--- config.mk ---
export PLATFORM = sky130hd
export DESIGN_NAME = mac_accumulator_flat
export DESIGN_NICKNAME = d
export VERILOG_FILES = /design/src/rtl/mac_accumulator_if.sv /design/src/rtl/mac_accumulator.sv /design/src/flat_wrapper.sv
export SDC_FILE = /design/constraint.sdc
export NUM_CORES = 1
export LEC_CHECK = 0
export BUFFER_PORTS_ARGS = -buffer_cell sky130_fd_sc_hd__buf_2
export CAP_MARGIN = 0
export CORE_MARGIN = 5
export CORE_UTILIZATION = 35
export CTS_CLUSTER_SIZE = 8
export DETAILED_ROUTE_END_ITERATION = 16
export HOLD_SLACK_MARGIN = 0.03
export SYNTH_ARGS = -nofsm -noshare
export SYNTH_HDL_FRONTEND = slang
export SYNTH_SLANG_ARGS = --single-unit
--- constraint.sdc ---
create_clock -name clk -period 11.8 [get_ports clk]
set_input_delay 1.77 -clock clk [delete_from_list [all_inputs] [get_ports clk]]
set_output_delay 1.77 -clock clk [all_outputs]
set_load 0.005 [all_outputs]
--- src/rtl/mac_accumulator_if.sv ---
// Operand-in / result-out handshake bundle for the MAC accumulator.
// master = producer/consumer side, slave = accumulator side.
interface mac_accumulator_if #(
  parameter int ACC_W = 19
);
  logic             in_valid;
  logic             in_ready;
  logic [7:0]       in_x;
  logic [7:0]       in_y;
  logic             out_valid;
  logic             out_ready;
  logic [ACC_W-1:0] out_sum;
  logic             out_ovf;

  modport master (
    output in_valid, in_x, in_y, out_ready,
    input  in_ready, out_valid, out_sum, out_ovf
  );

  modport slave (
    input  in_valid, in_x, in_y, out_ready,
    output in_ready, out_valid, out_sum, out_ovf
  );
endinterface

--- src/rtl/mac_accumulator.sv ---
// Unsigned 8x8 multiply-accumulate of N_TERMS pairs; result valid 2 cycles after last accept.
// Input stalls once N_TERMS pairs are taken until the result is consumed; result held under out_ready=0.
module mac_accumulator #(
  parameter int ACC_W   = 19,
  parameter int N_TERMS = 8
) (
  input  logic              clk,
  input  logic              rst_n,
  input  logic              clear,
  mac_accumulator_if.slave  bus
);

  localparam int              CNT_W  = 8;
  localparam logic [CNT_W-1:0] N_LAST = CNT_W'(N_TERMS);

  typedef enum logic {RUN, DONE} state_t;

  state_t           state_q, state_d;
  logic [7:0]       x_q, x_d;
  logic [7:0]       y_q, y_d;
  logic [ACC_W-1:0] acc_q, acc_d;
  logic [CNT_W-1:0] in_cnt_q, in_cnt_d;
  logic [CNT_W-1:0] acc_cnt_q, acc_cnt_d;
  logic             s1_vld_q, s1_vld_d;
  logic             ovf_q, ovf_d;
  logic             out_vld_q, out_vld_d;

  logic [15:0]      prod;
  logic [ACC_W:0]   acc_sum;
  logic             accept;

  assign prod    = {8'b0, x_q} * {8'b0, y_q};
  // Extra top bit captures the carry that marks a wrap of the accumulator.
  assign acc_sum = {1'b0, acc_q} + {{(ACC_W + 1 - 16){1'b0}}, prod};

  assign bus.in_ready  = rst_n && (state_q == RUN) && !clear && (in_cnt_q < N_LAST);
  assign accept        = bus.in_valid && bus.in_ready;
  assign bus.out_valid = out_vld_q;
  assign bus.out_sum   = (state_q == DONE) ? acc_q : '0;
  assign bus.out_ovf   = ovf_q;

  always_comb begin
    state_d   = state_q;
    x_d       = x_q;
    y_d       = y_q;
    acc_d     = acc_q;
    in_cnt_d  = in_cnt_q;
    acc_cnt_d = acc_cnt_q;
    s1_vld_d  = accept;
    ovf_d     = ovf_q;
    out_vld_d = out_vld_q;

    if (accept) begin
      x_d      = bus.in_x;
      y_d      = bus.in_y;
      in_cnt_d = in_cnt_q + 1'b1;
    end

    if (s1_vld_q) begin
      acc_d     = acc_sum[ACC_W-1:0];
      acc_cnt_d = acc_cnt_q + 1'b1;
      if (acc_sum[ACC_W]) ovf_d = 1'b1;
      if (acc_cnt_d == N_LAST) begin
        state_d   = DONE;
        out_vld_d = 1'b1;
      end
    end

    if ((state_q == DONE) && out_vld_q && bus.out_ready) begin
      acc_d     = '0;
      in_cnt_d  = '0;
      acc_cnt_d = '0;
      ovf_d     = 1'b0;
      out_vld_d = 1'b0;
      state_d   = RUN;
    end

    // Frame abort wins over everything, including an in-flight product.
    if (clear) begin
      acc_d     = '0;
      in_cnt_d  = '0;
      acc_cnt_d = '0;
      s1_vld_d  = 1'b0;
      ovf_d     = 1'b0;
      out_vld_d = 1'b0;
      state_d   = RUN;
    end
  end

  always_ff @(posedge clk or negedge rst_n) begin
    if (!rst_n) begin
      state_q   <= RUN;
      x_q       <= '0;
      y_q       <= '0;
      acc_q     <= '0;
      in_cnt_q  <= '0;
      acc_cnt_q <= '0;
      s1_vld_q  <= 1'b0;
      ovf_q     <= 1'b0;
      out_vld_q <= 1'b0;
    end else begin
      state_q   <= state_d;
      x_q       <= x_d;
      y_q       <= y_d;
      acc_q     <= acc_d;
      in_cnt_q  <= in_cnt_d;
      acc_cnt_q <= acc_cnt_d;
      s1_vld_q  <= s1_vld_d;
      ovf_q     <= ovf_d;
      out_vld_q <= out_vld_d;
    end
  end

endmodule

--- src/flat_wrapper.sv ---
// flat-port wrapper written by rule: the top's interface ports become plain ports
module mac_accumulator_flat 
#(
  parameter int ACC_W   = 19,
  parameter int N_TERMS = 8
)
  (clk, rst_n, clear, bus_in_valid, bus_in_x, bus_in_y, bus_out_ready, bus_in_ready, bus_out_valid, bus_out_sum, bus_out_ovf);
  mac_accumulator_if #(.ACC_W(ACC_W)) bus_i ();
  input  logic clk;
  input  logic rst_n;
  input  logic clear;
  input wire logic [$bits(bus_i.in_valid)-1:0] bus_in_valid;
  input wire logic [$bits(bus_i.in_x)-1:0] bus_in_x;
  input wire logic [$bits(bus_i.in_y)-1:0] bus_in_y;
  input wire logic [$bits(bus_i.out_ready)-1:0] bus_out_ready;
  output wire logic [$bits(bus_i.in_ready)-1:0] bus_in_ready;
  output wire logic [$bits(bus_i.out_valid)-1:0] bus_out_valid;
  output wire logic [$bits(bus_i.out_sum)-1:0] bus_out_sum;
  output wire logic [$bits(bus_i.out_ovf)-1:0] bus_out_ovf;
  assign bus_i.in_valid = bus_in_valid;
  assign bus_i.in_x = bus_in_x;
  assign bus_i.in_y = bus_in_y;
  assign bus_i.out_ready = bus_out_ready;
  assign bus_in_ready = bus_i.in_ready;
  assign bus_out_valid = bus_i.out_valid;
  assign bus_out_sum = bus_i.out_sum;
  assign bus_out_ovf = bus_i.out_ovf;
  mac_accumulator #(.ACC_W(ACC_W), .N_TERMS(N_TERMS)) u_core (.clk(clk), .rst_n(rst_n), .clear(clear), .bus(bus_i));
endmodule
==> impl_metrics.env <==
export IMPL_status="finished, final reports clean"
export IMPL_initialDrtViolationCount=154
export IMPL_relSlewSlack=0.3702
export IMPL_cts_setup_buffers=0
export IMPL_yosysUniqueCellTypes=52
export IMPL_syn_nets=684
export IMPL_avgViaCountPerCell=4.842
export IMPL_routed_wl_met3_um=340
export IMPL_avgSynthCellArea_um2=8.899
export IMPL_fin_crit_sh=0.3907
export IMPL_area_growth_pct=11.00
export IMPL_top_layer="met4"
export IMPL_clockBufferDepth=2
export IMPL_synthTopCellsByArea="dfrtp_1 (27%), fa_1 (20%), ha_1 (11%), inv_1 (7.5%), nand2_1 (7.4%)"
export IMPL_grt_pass1_vias=4008
export IMPL_utilization=0.3919
export IMPL_wl_mm=10.70
export IMPL_dp_cells=781
export IMPL_cts_tree="yes"
export IMPL_start_kind="input port"
export IMPL_layout_cells_non_filler=789
export IMPL_worst_path_buf_inv=3
export IMPL_track_usage=0.1360
export IMPL_drc=0
export IMPL_ys_warn_count=0
export IMPL_reg2reg_slack_ns=7.25
export IMPL_gp_congestion=0.8446
export IMPL_ios=43
export IMPL_grt_max_degree=56
export IMPL_drtAntennaViolNets=0
export IMPL_antenna_found_initial=0
export IMPL_hold_path_class="register to register"
export IMPL_r2r_end="u_core.acc_q[14]"
export IMPL_syn_inst=570
export IMPL_p_clk_frac=0.194
export IMPL_worstSetupPathType="input port to output pin"
export IMPL_cap_viol_max_count=0
export IMPL_vias=3820
export IMPL_synth_seq_cells=54
export IMPL_wl_per_cell_um=13.56
export IMPL_worstReg2RegStart="u_core.y_q[7]"
export IMPL_worstHoldEndpoint="u_core.bus.out_ovf"
export IMPL_cts_max_level=2
export IMPL_tightest_slew_ns=0.9447
export IMPL_vdd_drop_max_v=0.0001011
export IMPL_insertion_delay_ns=0.30
export IMPL_cpMostUsedCell="buf_2"
export IMPL_grt_setup_unrepaired="no"
export IMPL_reg2regPathDepth=15
export IMPL_numPortBuffers=42
export IMPL_syn_cell_area_um2=5072
export IMPL_grt_pass1_wl_mm=18.69
export IMPL_firstDrtPassIters=4
export IMPL_fin_nets=718
export IMPL_grt_ovfl_total=0
export IMPL_combPwrFrac=0.544
export IMPL_postPlaceCellArea_um2=5458
export IMPL_required_ns=10.03
export IMPL_holdBufCountCts=0
export IMPL_timing_final_max_slew_violations=0
export IMPL_tns_ns=0
export IMPL_cp_slowest_cell="buf_4"
export IMPL_fin_skew_ns=0.002713
export IMPL_antenna_diode_count=0
export IMPL_fmax_ghz=0.2169
export IMPL_synth_top_area_frac=0.2664
export IMPL_stdcell_area_um2=5630
export IMPL_cts_resized_gates=0
export IMPL_clk_pin_slew_ns=0.07
export IMPL_p_sw_uw=396.4
export IMPL_drive_above_1_share=0.1091
export IMPL_synth_top_area_cell="dfrtp_1"
export IMPL_power_density_nw_per_um2=161.3
export IMPL_root_buffer="clkbuf_16"
export IMPL_row_count=44
export IMPL_dpl_hpwl_mm=8.537
export IMPL_internal_power_uw=511.9
export IMPL_die_area_um2=17000
export IMPL_initial_core_util=0.3530
export IMPL_cp_end_kind="output pin"
export IMPL_die_h_um=130.4
export IMPL_critPathTopFamily="buffers and inverters"
export IMPL_holdPathStages=1
export IMPL_wl_met2_mm=5.411
export IMPL_met1_length_mm=4.783
export IMPL_p_leak_uw=0.002990
export IMPL_seq_area_frac_synth=0.2664
export IMPL_crit_fanout=55
export IMPL_hold_viol=0
export IMPL_die_x_um=130.4
export IMPL_cts_inserted_buffers=5
export IMPL_power_frac_seq=0.262
export IMPL_setup_viol=0
export IMPL_p_sw_frac=0.4364
export IMPL_finalCriticalPeriod_ns=4.610
export IMPL_core_area_um2=14370
export IMPL_cp_cell_sequence="buf_2 -> buf_4 -> and4b_1 -> buf_2"
export IMPL_clock_sinks=54
export IMPL_cp_data_arrival_time_ns=2.84
export IMPL_hp_start="u_core.bus.out_ovf"
export IMPL_cp_slowest_stage_delay_ns=0.57
-- power groups by stage --
stage / Clock, µW / Sequential [µW] / Combinational (µW)
finish: 176 / 238 / 494
global placement: 0 / 241 / 496
detailed placement: 0 / 241 / 505
global route: 190 / 243 / 577
floorplan: 0 / 221 / 420
CTS: 182 / 238 / 507
-- Yosys cell counts, drive strengths merged --
cell type,count
inv,102
nand2,100
and2,56
dfrtp,54
fa,50
ha,43
nor2,30
o21ai,17
a21oi,16
clkbuf,11
mux2i,11
nand3,9
xor2,8
buf,7
a21o,6
xnor2,6
nand4,4
or3,4
a211oi,3
o21a,3
a31o,2
a32o,2
nand2b,2
nand3b,2
nor3,2
nor3b,2
nor4,2
o21bai,2
a21boi,1
a22oi,1
a31oi,1
a32oi,1
a41o,1
a41oi,1
and2b,1
and4b,1
o2111ai,1
o211a,1
o211ai,1
o311ai,1
o31ai,1
o41ai,1
-- worst register-to-register path, cell delays in order, from the launching register on --
cell and delay [ns]:
dfrtp_1 0.52, nand2_1 0.13, fa_1 0.52, fa_1 0.55, inv_1 0.06, fa_1 0.53
inv_1 0.05, fa_1 0.53, inv_1 0.04, ha_1 0.37, a21o_1 0.22, a31o_4 0.23
o21bai_4 0.19, a21oi_1 0.11, mux2i_1 0.17, o311ai_0 0.16
-- registers in the layout, indices dropped and copies added (netlist names) --
name / count
u_core.y_q: 8
u_core.acc_cnt_q: 8
u_core.bus.out_ovf: 1
u_core.in_cnt_q: 8
u_core.s1_vld_q: 1
u_core.state_q: 1
u_core.x_q: 8
u_core.acc_q: 19
-- cells in the final DEF, fill, tap and decap left out, types with 2 or more instances in the layout --
cell type,count
inv_1,102
nand2_1,100
and2_1,56
dfrtp_1,54
fa_1,50
ha_1,43
buf_2,42
nor2_1,29
a21oi_1,14
o21ai_0,14
mux2i_1,11
nand3_1,9
xor2_1,8
xnor2_1,6
a21o_1,5
clkbuf_16,5
or3_1,4
nand4_1,4
o21a_1,3
o21ai_1,3
buf_4,3
nor4_1,2
a21oi_2,2
a32o_1,2
nor3_1,2
nand2b_1,2
nand3b_1,2
a211oi_1,2
inv_6,2
-- final cells by class --
cell class / instances / area [µm²]
Inverter: 102 / 382.9
Sequential cell: 54 / 1351
Clock buffer: 5 / 125.1
Clock inverter: 3 / 47.55
Timing Repair Buffer: 45 / 232.7
Multi-Input combinational cell: 396 / 3261
Tap cell: 184 / 230.2
Fill cell: 1467 / 8738
-- worst max path at each step --
stage,from,endpoint,slack [ns],cells after the start
finish,rst_n,bus_in_ready,7.19,4
global route,u_core.x_q[0],u_core.acc_q[14],7.01,15
CTS,rst_n,bus_in_ready,7.13,4
detailed placement,rst_n,bus_in_ready,7.14,4
global placement,rst_n,bus_in_ready,7.16,4
floorplan,u_core.x_q[4],u_core.acc_q[18],7.51,15
-- layer usage --
layer / vias to the layer above / global-route usage
met3: 12 / 0.02398
li1: 1856 / -
met2: 55 / 0.2348
met4: 0 / 0.03206
met5: - / 0
met1: 1897 / 0.1786
-- metrics by stage --
step | hold slack, ns | worst slack [ns] | power [µW]
6_report | 0.4967 | 7.190 | 908.3
5_1_grt | 0.5294 | 7.011 | 1009
4_1_cts | 0.5029 | 7.135 | 926.8
3_5_place_dp | 0.4776 | 7.136 | 746.0
3_3_place_gp | 0.4692 | 7.157 | 737.2
2_1_floorplan | 0.4460 | 7.511 | 641.3
-- cells by family (layout without fill, tap and decap cells) --
kind of cell,count (synthesis),after routing,share of synthesized area
buffers and inverters,120,155,0.09077
AO/OA/AOI/OAI,63,63,0.09177
AND/OR/NAND/NOR,215,215,0.2018
XOR/XNOR,14,14,0.02417
multiplexers,11,11,0.02171
adder cells (fa/ha/maj),93,93,0.3034
flip-flops,54,54,0.2664
Note: power is estimated with default switching activity, not from simulation.
